==> config.mk <==
export PLATFORM = sky130hd
export DESIGN_NAME = spram_arb2
export DESIGN_NICKNAME = d
export VERILOG_FILES = /design/src/rtl/spram_arb2.sv
export SDC_FILE = /design/constraint.sdc
export NUM_CORES = 1
export LEC_CHECK = 0
export ABC_AREA = 1
export ABC_CLOCK_PERIOD_IN_PS = 4100
export BUFFER_PORTS_ARGS = -buffer_cell sky130_fd_sc_hd__buf_2
export CAP_MARGIN = 20
export CORE_MARGIN = 5
export CORE_UTILIZATION = 48
export DETAILED_ROUTE_END_ITERATION = 12
export PLACE_DENSITY_LB_ADDON = 0.05
export RECOVER_POWER = 25
export SYNTH_ARGS = -nofsm -noshare
export SYNTH_HDL_FRONTEND = slang
export SYNTH_SLANG_ARGS = --single-unit
==> constraint.sdc <==
create_clock -name clk -period 4.1 [get_ports clk]
set_clock_uncertainty 0.05 [all_clocks]
set_input_delay 0.41 -clock clk [delete_from_list [all_inputs] [get_ports clk]]
set_output_delay 0.41 -clock clk [all_outputs]
set_load 0.01 [all_outputs]
==> src/rtl/spram_arb2.sv <==
// spram_arb2: two-requester round-robin arbiter and sequencer for one spram
// Byte-masked writes run as a read-modify-write because the RAM has no byte enables.
module spram_arb2 #(
  parameter int DWIDTH = 32,
  parameter int AWIDTH = 16
) (
  input  logic                clk,
  input  logic                rst_b,
  input  logic                m0_req,
  input  logic                m0_we,
  input  logic [AWIDTH-1:0]   m0_addr,
  input  logic [DWIDTH-1:0]   m0_wdata,
  input  logic [DWIDTH/8-1:0] m0_wstrb,
  output logic                m0_gnt,
  output logic                m0_rvalid,
  output logic [DWIDTH-1:0]   m0_rdata,
  input  logic                m1_req,
  input  logic                m1_we,
  input  logic [AWIDTH-1:0]   m1_addr,
  input  logic [DWIDTH-1:0]   m1_wdata,
  input  logic [DWIDTH/8-1:0] m1_wstrb,
  output logic                m1_gnt,
  output logic                m1_rvalid,
  output logic [DWIDTH-1:0]   m1_rdata,
  output logic [AWIDTH-1:0]   ram_addr,
  output logic                ram_cen,
  output logic                ram_wen,
  output logic [DWIDTH-1:0]   ram_din,
  input  logic [DWIDTH-1:0]   ram_dout,
  output logic                busy
);
  localparam int SW = DWIDTH / 8;
  typedef enum logic {IDLE, RMW_WR} state_t;
  state_t            state_q, state_d;
  logic              rr_q, rr_d;
  logic              m0_rvalid_q, m0_rvalid_d;
  logic              m1_rvalid_q, m1_rvalid_d;
  logic [AWIDTH-1:0] addr_q, addr_d;
  logic [DWIDTH-1:0] wdata_q, wdata_d;
  logic [SW-1:0]     wstrb_q, wstrb_d;
  logic              sel;
  logic              s_we;
  logic [AWIDTH-1:0] s_addr;
  logic [DWIDTH-1:0] s_wdata;
  logic [SW-1:0]     s_wstrb;
  logic [DWIDTH-1:0] merged;
  always_comb begin
    sel = (m0_req && m1_req) ? rr_q : m1_req;
    s_we = sel ? m1_we : m0_we;
    s_addr = sel ? m1_addr : m0_addr;
    s_wdata = sel ? m1_wdata : m0_wdata;
    s_wstrb = sel ? m1_wstrb : m0_wstrb;
    for (int i = 0; i < SW; i++)
      merged[8*i +: 8] = wstrb_q[i] ? wdata_q[8*i +: 8] : ram_dout[8*i +: 8];
    state_d = IDLE;
    rr_d = rr_q;
    m0_rvalid_d = 1'b0;
    m1_rvalid_d = 1'b0;
    addr_d = addr_q;
    wdata_d = wdata_q;
    wstrb_d = wstrb_q;
    m0_gnt = 1'b0;
    m1_gnt = 1'b0;
    ram_cen = 1'b1;
    ram_wen = 1'b1;
    ram_addr = s_addr;
    ram_din = s_wdata;
    busy = 1'b0;
    if (state_q == RMW_WR) begin
      busy = 1'b1;
      ram_cen = 1'b0;
      ram_wen = 1'b0;
      ram_addr = addr_q;
      ram_din = merged;
    end else if (m0_req || m1_req) begin
      m0_gnt = !sel;
      m1_gnt = sel;
      rr_d = !sel;
      if (!s_we) begin
        ram_cen = 1'b0;
        m0_rvalid_d = !sel;
        m1_rvalid_d = sel;
      end else if (&s_wstrb) begin
        ram_cen = 1'b0;
        ram_wen = 1'b0;
      end else if (|s_wstrb) begin
        ram_cen = 1'b0;
        addr_d = s_addr;
        wdata_d = s_wdata;
        wstrb_d = s_wstrb;
        state_d = RMW_WR;
      end
    end
    // outputs stay quiet for the whole reset pulse, not just after the next edge
    if (!rst_b) begin
      m0_gnt = 1'b0;
      m1_gnt = 1'b0;
      ram_cen = 1'b1;
      ram_wen = 1'b1;
      busy = 1'b0;
    end
  end
  always_ff @(posedge clk or negedge rst_b) begin
    if (!rst_b) begin
      state_q <= IDLE;
      rr_q <= 1'b0;
      m0_rvalid_q <= 1'b0;
      m1_rvalid_q <= 1'b0;
      addr_q <= '0;
      wdata_q <= '0;
      wstrb_q <= '0;
    end else begin
      state_q <= state_d;
      rr_q <= rr_d;
      m0_rvalid_q <= m0_rvalid_d;
      m1_rvalid_q <= m1_rvalid_d;
      addr_q <= addr_d;
      wdata_q <= wdata_d;
      wstrb_q <= wstrb_d;
    end
  end
  assign m0_rvalid = m0_rvalid_q;
  assign m1_rvalid = m1_rvalid_q;
  assign m0_rdata = ram_dout;
  assign m1_rdata = ram_dout;
endmodule
# Yosys cells after proc, flatten, opt, wreduce, memory -nomap -nowiden
# Index checks and enable logic that the tools add are counted.
dict set report totals {
  word_cells 57
  in_bits 142
  ff_bits 56
  out_inout_bits 119
}
dict set report op_classes {
  bitwise_logic 2
  mux 41
  n_reduce_logical 7
}
# operator n
set ops {}
lappend ops {{$mux W32} 2}
lappend ops {{$mux W1} 32}
lappend ops {{$mux W16} 2}
lappend ops {{$mux W8} 4}
lappend ops {{$reduce_and A5 Y1} 1}
lappend ops {{$mux W4} 1}
lappend ops {{$reduce_and A4 Y1} 1}
lappend ops {{$reduce_or A4 Y1} 1}
lappend ops {{$not A1 Y1} 2}
lappend ops {{$reduce_and A2 Y1} 1}
lappend ops {{$logic_and A1 B1 Y1} 1}
lappend ops {{$logic_not A1 Y1} 1}
lappend ops {{$logic_or A1 B1 Y1} 1}

# Logic depth before layout (Yosys ltp)
# Gate-level depths: netlist (run 1).
dict set report depth {
  ltp_word 10
  mapped_depth 12
  depth_no_buf 10
}

# Least setup slack after synthesis (run 1)
# Ideal clock, no wire load.
dict set report synth_path {
  path_type {in2out}
  start {in m1_req}
  end {out ram_addr[10]}
  t_required_ns 3.640
  arrival_ns 1.458
  slack_ns 2.182
  n_path_buf 3
  stages 7
  cell_sequence {buf_2 inv_2 a21oi_4 buf_2 buf_2 nand2_1 a31oi_1}
}
dict set report synth_between {
  elab_chain_cells 4
}
# element line
set synth_lines {}
lappend synth_lines {{start, declared} 17} ;# input logic m1_req,
lappend synth_lines {{$logic_and A1 B1 Y1} 48} ;# sel = (m0_req && m1_req) ? rr_q : m1_req;
lappend synth_lines {{$mux W1 (*)} 48}
lappend synth_lines {{$mux W16 (*)} 50} ;# s_addr = sel ? m1_addr : m0_addr;
lappend synth_lines {{$mux W16 (*)} 69} ;# if (state_q == RMW_WR) begin
lappend synth_lines {{end, declared} 25} ;# output logic [AWIDTH-1:0] ram_addr,
# Mark *: on every way between the ends. The rest lies on a longest branch, timed or not.

# Worst setup path after layout (run 1)
dict set report layout_path {
  start {reg rr_q}
  end {reg addr_q[7]}
}
dict set report layout_between {
  elab_chain_cells 5
  word_cells_on_any_way 8
  classes_between {mux (4); bitwise (1); reduce/logical (3)}
}
# element line
set layout_lines {}
lappend layout_lines {{start, declared} 35} ;# logic rr_q, rr_d;
lappend layout_lines {{start signal, assigned} 114} ;# rr_q <= rr_d;
lappend layout_lines {{$mux W1 (*)} 48}
lappend layout_lines {{$mux W4} 52} ;# s_wstrb = sel ? m1_wstrb : m0_wstrb;
lappend layout_lines {{$reduce_and A4 Y1} 83} ;# end else if (&s_wstrb) begin
lappend layout_lines {{$not A1 Y1 (no source line)} --}
lappend layout_lines {{$reduce_and A5 Y1 (no source line)} --}
lappend layout_lines {{end signal, assigned} 117} ;# addr_q <= addr_d;
lappend layout_lines {{end, declared} 38} ;# logic [AWIDTH-1:0] addr_q, addr_d;
# Marked as above.
# A chain may end at the register's enable or synchronous reset.

==> metrics.txt, run 1 <==
# TYPE chip_impl_metric gauge
chip_impl_info{name="run_status",value="complete, no violations"} 1
chip_impl_metric{name="worst-endpoint-arrival",unit="ns"} 3.14
chip_impl_metric{name="chipHeight",unit="um"} 105.6
chip_impl_metric{name="cap_violations",unit=""} 0
chip_impl_metric{name="clock_latency",unit="ns"} 0.30
chip_impl_metric{name="syn_nets",unit=""} 830
chip_impl_info{name="timing.critical_path.to_type",value="flop"} 1
chip_impl_info{name="yosys_most_used_dff",value="sky130_fd_sc_hd__dfrtp_1"} 1
chip_impl_metric{name="power.clock.fraction",unit="%"} 13.2
chip_impl_metric{name="place.gp.congestion",unit=""} 0.8328
chip_impl_info{name="crit_path_end",value="addr_q[7]"} 1
chip_impl_metric{name="switching_share",unit="%"} 43.45
chip_impl_metric{name="cts_inserted_buffers",unit=""} 5
chip_impl_metric{name="cts_sinks",unit=""} 56
chip_impl_metric{name="drc",unit=""} 0
chip_impl_info{name="r2r-start",value="rr_q"} 1
chip_impl_metric{name="routedWlPerCell",unit="um"} 14.40
chip_impl_metric{name="syn_to_layout_area_delta",unit="%"} 18.65
chip_impl_info{name="critical_path.startpoint",value="rr_q"} 1
chip_impl_metric{name="globalRouteOverflowTotal",unit=""} 0
chip_impl_metric{name="die_x",unit="um"} 105.6
chip_impl_metric{name="finalWorstPathRequiredPeriod",unit="ns"} 3.002
chip_impl_metric{name="ant_nets",unit=""} 0
chip_impl_metric{name="clkTransAtPathRegs",unit="ns"} 0.09
chip_impl_metric{name="setup_viol",unit=""} 0
chip_impl_metric{name="detailedRoute.firstIterationViolations",unit=""} 316
chip_impl_info{name="clock_root_buffer_master",value="sky130_fd_sc_hd__clkbuf_8"} 1
chip_impl_metric{name="core_region_area",unit="sq um"} 8806
chip_impl_metric{name="count_of_instances_resized_after_the_clock_tree_is_built",unit=""} 0
chip_impl_metric{name="max-slew-margin-rel",unit="%"} 19.32
chip_impl_metric{name="synth_seq_area_share",unit="%"} 31.94
chip_impl_metric{name="layout.area.seq",unit="sq um"} 1401
chip_impl_info{name="worst_setup_path_start_kind",value="flop"} 1
chip_impl_metric{name="ys_async_sr_fraction",unit="%"} 100.0
chip_impl_metric{name="vias_per_std_cell",unit=""} 5.183
chip_impl_metric{name="post_route_cells_drive_above_1_share",unit="%"} 28.37
chip_impl_metric{name="post_synth_instance_area",unit="sq um"} 4388
chip_impl_metric{name="grt_first_pass_wirelength",unit="mm"} 22.37
chip_impl_metric{name="synthDistinctLibCells",unit=""} 23
chip_impl_metric{name="place.detailed.instances",unit=""} 953
chip_impl_info{name="synth_top_cells_by_count",value="298 x sky130_fd_sc_hd__nand2_1, 66 x sky130_fd_sc_hd__o21ai_0, 65 x sky130_fd_sc_hd__buf_4"} 1
chip_impl_metric{name="period_share",unit="%"} 73.21
chip_impl_metric{name="hold_fails_final_rpt",unit=""} 0
chip_impl_metric{name="timing.fmax",unit="GHz"} 0.3332
chip_impl_info{name="synthDominantAreaCellType",value="sky130_fd_sc_hd__dfrtp_1"} 1
chip_impl_metric{name="regToRegSetupSlack",unit="ns"} 1.10
chip_impl_metric{name="core.rowCount",unit=""} 34
chip_impl_metric{name="portBuffers",unit=""} 260
chip_impl_info{name="biggest_area_contributors_in_the_synthesized_netlist",value="sky130_fd_sc_hd__dfrtp_1 32%, sky130_fd_sc_hd__nand2_1 25%, sky130_fd_sc_hd__buf_4 11%"} 1
chip_impl_info{name="post-synth-top-count-cell",value="sky130_fd_sc_hd__nand2_1"} 1
chip_impl_metric{name="power.density_cell_area",unit="nW/um^2"} 440.9
chip_impl_metric{name="synth_warnings",unit=""} 0
chip_impl_metric{name="antenna_found_initial",unit=""} 1
chip_impl_metric{name="p_int",unit="mW"} 1.298
chip_impl_info{name="tritoncts",value="built"} 1
chip_impl_metric{name="hold_depth",unit=""} 2
chip_impl_info{name="criticalPathCategory",value="reg -> reg"} 1
chip_impl_metric{name="total_design_power",unit="mW"} 2.295
chip_impl_metric{name="reg2reg_depth",unit=""} 10
chip_impl_metric{name="die-area",unit="sq um"} 11150
chip_impl_metric{name="ctsLongestPathBuffers",unit=""} 2
chip_impl_info{name="timing.rr.end",value="addr_q[7]"} 1
chip_impl_metric{name="timing.setup.tns",unit="ns"} 0
chip_impl_metric{name="cp.required",unit="ns"} 4.24
chip_impl_info{name="grt_setup_unrepaired",value="false"} 1
chip_impl_metric{name="slew_viol_final",unit=""} 0
chip_impl_metric{name="fin_cells",unit=""} 962
chip_impl_metric{name="share_of_power_burned_in_combinational_logic",unit="%"} 46.9
chip_impl_metric{name="cts.htree.levels",unit=""} 2
chip_impl_metric{name="ioPinCount",unit=""} 261
chip_impl_metric{name="use_met1",unit="%"} 28.09
chip_impl_metric{name="flops_latches_synth",unit=""} 56
chip_impl_metric{name="dr.pass1.iters",unit=""} 5
chip_impl_metric{name="yosys.area.top_type_share",unit="%"} 31.94
chip_impl_metric{name="avgSynthCellArea",unit="sq um"} 6.378
chip_impl_metric{name="synth_enable_flop_cells",unit=""} 0
chip_impl_metric{name="fillerInstances",unit=""} 918
chip_impl_metric{name="layout.nets",unit=""} 994
chip_impl_metric{name="timing_worst_slew_pin_value",unit="ns"} 1.210
chip_impl_metric{name="power_leakage",unit="nW"} 3.049
chip_impl_metric{name="synthCells",unit=""} 688
chip_impl_info{name="hold_class",value="in -> reg"} 1
chip_impl_metric{name="multi_input_comb_area",unit="sq um"} 2210
chip_impl_metric{name="gr-usage-met3",unit="%"} 5.501
chip_impl_metric{name="dr_total_vias",unit=""} 4986
chip_impl_metric{name="grt_start_max_net_pins",unit=""} 65
chip_impl_metric{name="hold_fix_buffers_at_cts",unit=""} 0
chip_impl_metric{name="timing.critical_path.fanout_max",unit=""} 53
chip_impl_info{name="global_route.peak_usage_layer",value="met2"} 1
chip_impl_metric{name="power.ir.vdd_worst",unit="uV"} 170.3
chip_impl_metric{name="global_routing_usage_summed_across_all_routing_layers",unit="%"} 23.96
chip_impl_metric{name="cts.repair_timing.setup_buffer_count",unit=""} 0
chip_impl_metric{name="drt_wl_total",unit="mm"} 13.85
chip_impl_metric{name="grtUsageMet2",unit="%"} 44.17
chip_impl_metric{name="net-switching-power",unit="uW"} 997.3
chip_impl_metric{name="initial_core_util",unit="%"} 49.83
chip_impl_metric{name="number_of_global_route_vias_before_repair",unit=""} 4834
chip_impl_metric{name="p_seq_share",unit="%"} 40.0
chip_impl_metric{name="place.detailed.hpwl",unit="mm"} 10.40
critical path, stage by stage (launching register included):
cell	delay (ns)
sky130_fd_sc_hd__dfrtp_1	0.38
sky130_fd_sc_hd__inv_1	0.13
sky130_fd_sc_hd__nand2_2	0.12
sky130_fd_sc_hd__nand2_2	0.47
sky130_fd_sc_hd__nand2_1	0.12
sky130_fd_sc_hd__nand2_1	0.15
sky130_fd_sc_hd__nor2_1	0.08
sky130_fd_sc_hd__nand2_2	0.45
sky130_fd_sc_hd__nand3_4	0.60
sky130_fd_sc_hd__nand2_1	0.21
sky130_fd_sc_hd__nand2_1	0.08
cell families (layout without fill, tap and decap cells):
family	Yosys count	after routing	synth area share, %
buf+inv	127	292	17.88
flops	56	56	31.94
simple gates	420	420	39.78
compound gates	85	85	10.41
other cells	0	1	0
placed cells by master (no fill, tap or decap):
master,instances
sky130_fd_sc_hd__nand2_1,297
sky130_fd_sc_hd__clkbuf_1,42
sky130_fd_sc_hd__a31oi_1,16
sky130_fd_sc_hd__o21ai_1,1
sky130_fd_sc_hd__a21oi_4,1
sky130_fd_sc_hd__nor2_4,1
sky130_fd_sc_hd__nor2_1,56
sky130_fd_sc_hd__buf_4,7
sky130_fd_sc_hd__o21ai_0,66
sky130_fd_sc_hd__diode_2,1
sky130_fd_sc_hd__clkbuf_8,6
sky130_fd_sc_hd__nand2_2,4
sky130_fd_sc_hd__a21oi_1,1
sky130_fd_sc_hd__inv_2,2
sky130_fd_sc_hd__nand3_1,5
sky130_fd_sc_hd__dfrtp_1,56
sky130_fd_sc_hd__inv_1,15
sky130_fd_sc_hd__buf_2,220
sky130_fd_sc_hd__nand3b_1,1
sky130_fd_sc_hd__nand4_1,52
sky130_fd_sc_hd__nor3_1,2
sky130_fd_sc_hd__nand3_4,1
sky130_fd_sc_hd__and2_1,1
per-stage QoR:
stage	worst slack (ns)	cell area, sq um	utilization (%)	hold slack [ns]
floorplan	2.182	4388	-	0.06441
global placement	1.231	5164	58.64	0.3639
detailed placement	1.075	5164	58.64	0.3600
CTS	1.091	5254	59.66	0.02397
global route	0.8361	5206	59.12	0.2198
finish	1.098	5206	59.12	0.2381
worst min path at each step:
stage | to | start | slack, ns
detailed placement | wdata_q[25] | rst_b | 0.36
global placement | m0_rvalid | rst_b | 0.36
floorplan | addr_q[0] | rst_b | 0.06
finish | m0_rvalid | m0_we | 0.24
CTS | wdata_q[25] | rst_b | 0.02
global route | m0_rvalid | m0_we | 0.22
state kept, by name (all words and copies together) (netlist names):
signal,cells
m1_rvalid,1
wstrb_q,4
addr_q,16
state_q,1
wdata_q,32
rr_q,1
m0_rvalid,1
layer usage:
layer  wire length (um)  up-vias
met5                  0        -
met4                122        0
met2               7000      194
met1               5612     2289
li1                   -     2493
met3               1117       10
power by group through the flow:
stage / Clock (mW) / Combinational (mW) / Sequential [mW]
after floorplan: 0 / 0.803 / 0.849
after global placement: 0 / 1.07 / 0.920
after detailed placement: 0 / 1.09 / 0.923
after CTS: 0.312 / 1.09 / 0.915
after global routing: 0.341 / 1.23 / 0.950
final: 0.303 / 1.08 / 0.917
final cells by class:
cell class / count / area share, %
Antenna cell: 1 / 0.04807
Clock buffer: 8 / 1.730
Inverter: 17 / 1.226
Multi-Input combinational cell: 505 / 42.44
Sequential cell: 56 / 26.92
Tap cell: 108 / 2.596
Timing Repair Buffer: 267 / 25.04
Power figures use the tool's default switching activity.
==> inputs of run 2 (changes only) <==
--- a/config.mk
+++ b/config.mk
@@ -5,12 +5,12 @@
 export SDC_FILE = /design/constraint.sdc
 export NUM_CORES = 1
 export LEC_CHECK = 0
-export ABC_AREA = 1
-export ABC_CLOCK_PERIOD_IN_PS = 4100
+export ABC_AREA = 0
+export ABC_CLOCK_PERIOD_IN_PS = 3000
 export BUFFER_PORTS_ARGS = -buffer_cell sky130_fd_sc_hd__buf_2
 export CAP_MARGIN = 20
 export CORE_MARGIN = 5
-export CORE_UTILIZATION = 48
+export CORE_UTILIZATION = 44
 export DETAILED_ROUTE_END_ITERATION = 12
 export PLACE_DENSITY_LB_ADDON = 0.05
 export RECOVER_POWER = 25
==> constraint.sdc (replaced) <==
create_clock -name clk -period 3 [get_ports clk]
set_clock_uncertainty 0.05 [all_clocks]
set_input_delay 0.3 -clock clk [delete_from_list [all_inputs] [get_ports clk]]
set_output_delay 0.3 -clock clk [all_outputs]
set_load 0.01 [all_outputs]
==> metrics.txt, run 2 <==
# TYPE chip_impl_metric gauge
chip_impl_metric{name="max-slew-margin-rel",unit="%"} 39.23
chip_impl_metric{name="clock_latency",unit="ns"} 0.31
chip_impl_metric{name="count_of_instances_resized_after_the_clock_tree_is_built",unit=""} 0
chip_impl_metric{name="synth_compound_gate_area_share",unit="%"} 12.82
chip_impl_metric{name="core.rowCount",unit=""} 36
chip_impl_metric{name="post_synth_mux_area_share",unit="%"} 36.53
chip_impl_metric{name="chipHeight",unit="um"} 109.5
chip_impl_metric{name="regToRegSetupSlack",unit="ns"} 0.55
chip_impl_info{name="biggestRegsByFlops",value="wdata_q: 32 flops, addr_q: 16 flops, wstrb_q: 4 flops"} 1
chip_impl_info{name="critical_path.startpoint",value="rr_q"} 1
chip_impl_info{name="clock_root_buffer_master",value="sky130_fd_sc_hd__clkbuf_8"} 1
chip_impl_info{name="cp_slowest_cell",value="sky130_fd_sc_hd__mux2_1"} 1
chip_impl_metric{name="initial_core_util",unit="%"} 44.74
chip_impl_metric{name="slowest_delay",unit="ns"} 0.41
chip_impl_info{name="register_bank_with_the_most_flops",value="wdata_q"} 1
chip_impl_metric{name="dr_total_vias",unit=""} 3489
chip_impl_metric{name="grt_first_pass_wirelength",unit="mm"} 16.83
chip_impl_metric{name="place.detailed.hpwl",unit="mm"} 8.894
chip_impl_metric{name="core_region_area",unit="sq um"} 9729
chip_impl_metric{name="layout.area.seq",unit="sq um"} 1403
chip_impl_metric{name="place.detailed.instances",unit=""} 699
chip_impl_metric{name="synth_enable_flop_cells",unit=""} 0
chip_impl_info{name="global_route.peak_usage_layer",value="met2"} 1
chip_impl_metric{name="total_design_power",unit="mW"} 3.461
chip_impl_metric{name="power.density_cell_area",unit="nW/um^2"} 659.2
chip_impl_metric{name="flops_latches_synth",unit=""} 56
chip_impl_metric{name="setup_viol",unit=""} 0
chip_impl_info{name="timing.critical_path.to_type",value="output pin"} 1
chip_impl_metric{name="fillerInstances",unit=""} 994
chip_impl_metric{name="portBuffers",unit=""} 260
chip_impl_info{name="r2r-start",value="rr_q"} 1
chip_impl_metric{name="grtUsageMet2",unit="%"} 33.65
chip_impl_metric{name="grt_start_max_net_pins",unit=""} 57
chip_impl_metric{name="antenna_found_initial",unit=""} 0
chip_impl_metric{name="globalRouteOverflowTotal",unit=""} 0
chip_impl_metric{name="antennaDiodeCount",unit=""} 0
chip_impl_info{name="worst_setup_path_start_kind",value="flop"} 1
chip_impl_metric{name="timing.setup.tns",unit="ns"} 0
chip_impl_metric{name="global_routing_usage_summed_across_all_routing_layers",unit="%"} 17.70
chip_impl_metric{name="hold_fails_final_rpt",unit=""} 0
chip_impl_metric{name="yosys.area.top_type_share",unit="%"} 32.19
chip_impl_metric{name="ys_async_sr_fraction",unit="%"} 100.0
chip_impl_metric{name="syn_nets",unit=""} 534
chip_impl_metric{name="detailedRoute.firstIterationViolations",unit=""} 78
chip_impl_metric{name="largest_register_ffs",unit=""} 32
chip_impl_metric{name="die-area",unit="sq um"} 11980
chip_impl_metric{name="cts.repair_timing.setup_buffer_count",unit=""} 0
chip_impl_metric{name="adder_cell_share_of_the_synthesized_area",unit="%"} 0
chip_impl_metric{name="period_share",unit="%"} 85.03
chip_impl_metric{name="synthCells",unit=""} 392
chip_impl_metric{name="timing_worst_slew_pin_value",unit="ns"} 0.9116
chip_impl_info{name="post-synth-top-count-cell",value="sky130_fd_sc_hd__mux2i_1"} 1
chip_impl_metric{name="routedWlPerCell",unit="um"} 16.26
chip_impl_info{name="hold_class",value="in -> reg"} 1
chip_impl_info{name="layout.cells.most_common_list",value="214 x sky130_fd_sc_hd__buf_2, 100 x sky130_fd_sc_hd__mux2i_1, 55 x sky130_fd_sc_hd__dfrtp_1, 47 x sky130_fd_sc_hd__clkbuf_1, 37 x sky130_fd_sc_hd__a21oi_1"} 1
chip_impl_metric{name="place.gp.congestion",unit=""} 0.7361
chip_impl_metric{name="layout.nets",unit=""} 716
chip_impl_metric{name="synthXorXnorAreaFrac",unit="%"} 0
chip_impl_metric{name="whs",unit="ns"} 0.1400
chip_impl_info{name="criticalPathCategory",value="reg -> out"} 1
chip_impl_metric{name="post-route-util",unit="%"} 53.97
chip_impl_metric{name="ant_nets",unit=""} 0
chip_impl_info{name="synth_top_cells_by_count",value="100 x sky130_fd_sc_hd__mux2i_1, 65 x sky130_fd_sc_hd__buf_4, 56 x sky130_fd_sc_hd__dfrtp_1"} 1
chip_impl_info{name="synth_top_family_by_area",value="multiplexers"} 1
chip_impl_metric{name="ctsLongestPathBuffers",unit=""} 2
chip_impl_metric{name="cts_sinks",unit=""} 56
chip_impl_metric{name="drt_wl_total",unit="mm"} 11.51
chip_impl_metric{name="multi_input_comb_area",unit="sq um"} 2272
chip_impl_metric{name="syn_to_layout_area_delta",unit="%"} 20.64
chip_impl_metric{name="slew_viol_final",unit=""} 0
chip_impl_info{name="synthDominantAreaCellType",value="sky130_fd_sc_hd__dfrtp_1"} 1
chip_impl_info{name="tritoncts",value="built"} 1
chip_impl_info{name="biggest_area_contributors_in_the_synthesized_netlist",value="sky130_fd_sc_hd__dfrtp_1 32%, sky130_fd_sc_hd__mux2i_1 23%, sky130_fd_sc_hd__buf_4 11%"} 1
chip_impl_metric{name="die_x",unit="um"} 109.5
chip_impl_metric{name="use_met1",unit="%"} 20.71
chip_impl_metric{name="worst-endpoint-arrival",unit="ns"} 2.20
chip_impl_metric{name="fin_cells",unit=""} 708
chip_impl_metric{name="timing.fmax",unit="GHz"} 0.3920
chip_impl_metric{name="dr.pass1.iters",unit=""} 4
chip_impl_info{name="yosys_most_used_dff",value="sky130_fd_sc_hd__dfrtp_1"} 1
chip_impl_info{name="grt_setup_unrepaired",value="false"} 1
chip_impl_metric{name="power_leakage",unit="nW"} 2.630
chip_impl_metric{name="reg2reg_depth",unit=""} 5
chip_impl_info{name="layout.cells.most_common",value="sky130_fd_sc_hd__buf_2"} 1
chip_impl_metric{name="gr-usage-met3",unit="%"} 3.053
chip_impl_metric{name="cts_inserted_buffers",unit=""} 5
chip_impl_metric{name="vias_per_std_cell",unit=""} 4.928
chip_impl_metric{name="synthSimpleGateAreaFrac",unit="%"} 2.616
chip_impl_metric{name="cts.htree.levels",unit=""} 2
chip_impl_metric{name="cap_violations",unit=""} 0
chip_impl_metric{name="synth_warnings",unit=""} 0
chip_impl_info{name="run_status",value="complete, no violations"} 1
chip_impl_metric{name="synthDistinctLibCells",unit=""} 30
chip_impl_metric{name="post_synth_instance_area",unit="sq um"} 4353
chip_impl_info{name="timing.rr.end",value="addr_q[15]"} 1
chip_impl_metric{name="timing.critical_path.fanout_max",unit=""} 28
chip_impl_metric{name="number_of_global_route_vias_before_repair",unit=""} 3471
chip_impl_metric{name="post_route_cells_drive_above_1_share",unit="%"} 51.13
chip_impl_metric{name="finalWorstPathRequiredPeriod",unit="ns"} 2.551
chip_impl_metric{name="cp.required",unit="ns"} 2.65
chip_impl_metric{name="synth_seq_area_share",unit="%"} 32.19
chip_impl_metric{name="clkTransAtPathRegs",unit="ns"} 0.09
chip_impl_metric{name="power.ir.vdd_worst",unit="uV"} 245.4
chip_impl_metric{name="drc",unit=""} 0
chip_impl_info{name="crit_path_end",value="ram_addr[8]"} 1
chip_impl_metric{name="ioPinCount",unit=""} 261
chip_impl_metric{name="avgSynthCellArea",unit="sq um"} 11.10
chip_impl_info{name="crit_chain",value="nand2b_4 -> nand2_4 -> buf_4 -> mux2_1 -> mux2_2 -> buf_2"} 1
## run 2: cell types whose count changed after synthesis, sizes merged, moves of 50 or more
cell and change:
a21oi +64, nand2 -298, nand4 -50, o21ai -64, nor2 -54, mux2i +100
## run 2: worst min path at each step
stage,start,end,cells after the start
after floorplan,rst_b,addr_q[0],0
after global placement,rst_b,addr_q[1],1
after detailed placement,rst_b,addr_q[1],1
after CTS,m0_we,m0_rvalid,2
after global routing,m0_we,m0_rvalid,2
final,m0_we,m0_rvalid,2
## run 2: what timing repair did
action,4_1_cts,5_1_grt
endpoints found under the setup margin,0,0
endpoints found under the hold margin,12,0
hold buffers,1,0
## run 2: cells by family after synthesis
logic type,Yosys count
AO/OA/AOI/OAI,76
buffers and inverters,93
flip-flops,56
multiplexers,149
AND/OR/NAND/NOR,18
## run 2: critical path: cells and delay by family (launching register included)
family / cells / cell delay [ns]
and+or+nand+nor: 2 / 0.27
muxes: 2 / 0.69
buffers and inverters: 2 / 0.53
DFF: 1 / 0.40
## run 2: area by class of cell
class | count | area share (%)
inverters | 1 | 0.07148
multi-input cells | 243 | 43.27
flip-flops and latches | 56 | 26.71
clock inverters | 2 | 0.6671
repair buffers | 267 | 24.73
clock buffers | 6 | 1.382
well taps | 133 | 3.169
## run 2: power breakdown
part | total, mW | internal (mW) | switching (mW) | leakage, nW
Clock | 0.492 | 0.248 | 0.244 | 0.0552
Sequential | 1.33 | 1.06 | 0.262 | 0.630
Combinational | 1.64 | 0.855 | 0.788 | 1.94
Total | 3.46 | 2.17 | 1.29 | 2.63
## run 2: through the flow
stage                     area, sq um  worst slack, ns
final                            5251           0.4492
after global routing             5251           0.3851
after CTS                        5309           0.4355
after detailed placement         5191           0.5412
after global placement           5191           0.6025
after floorplan                  4353           0.8580
## run 2: metal layers
layer	vias to the layer above	share of wire [%]
li1	1708	-
met1	1617	40
met2	156	51
met3	8	8.0
met4	0	0.89
met5	-	0
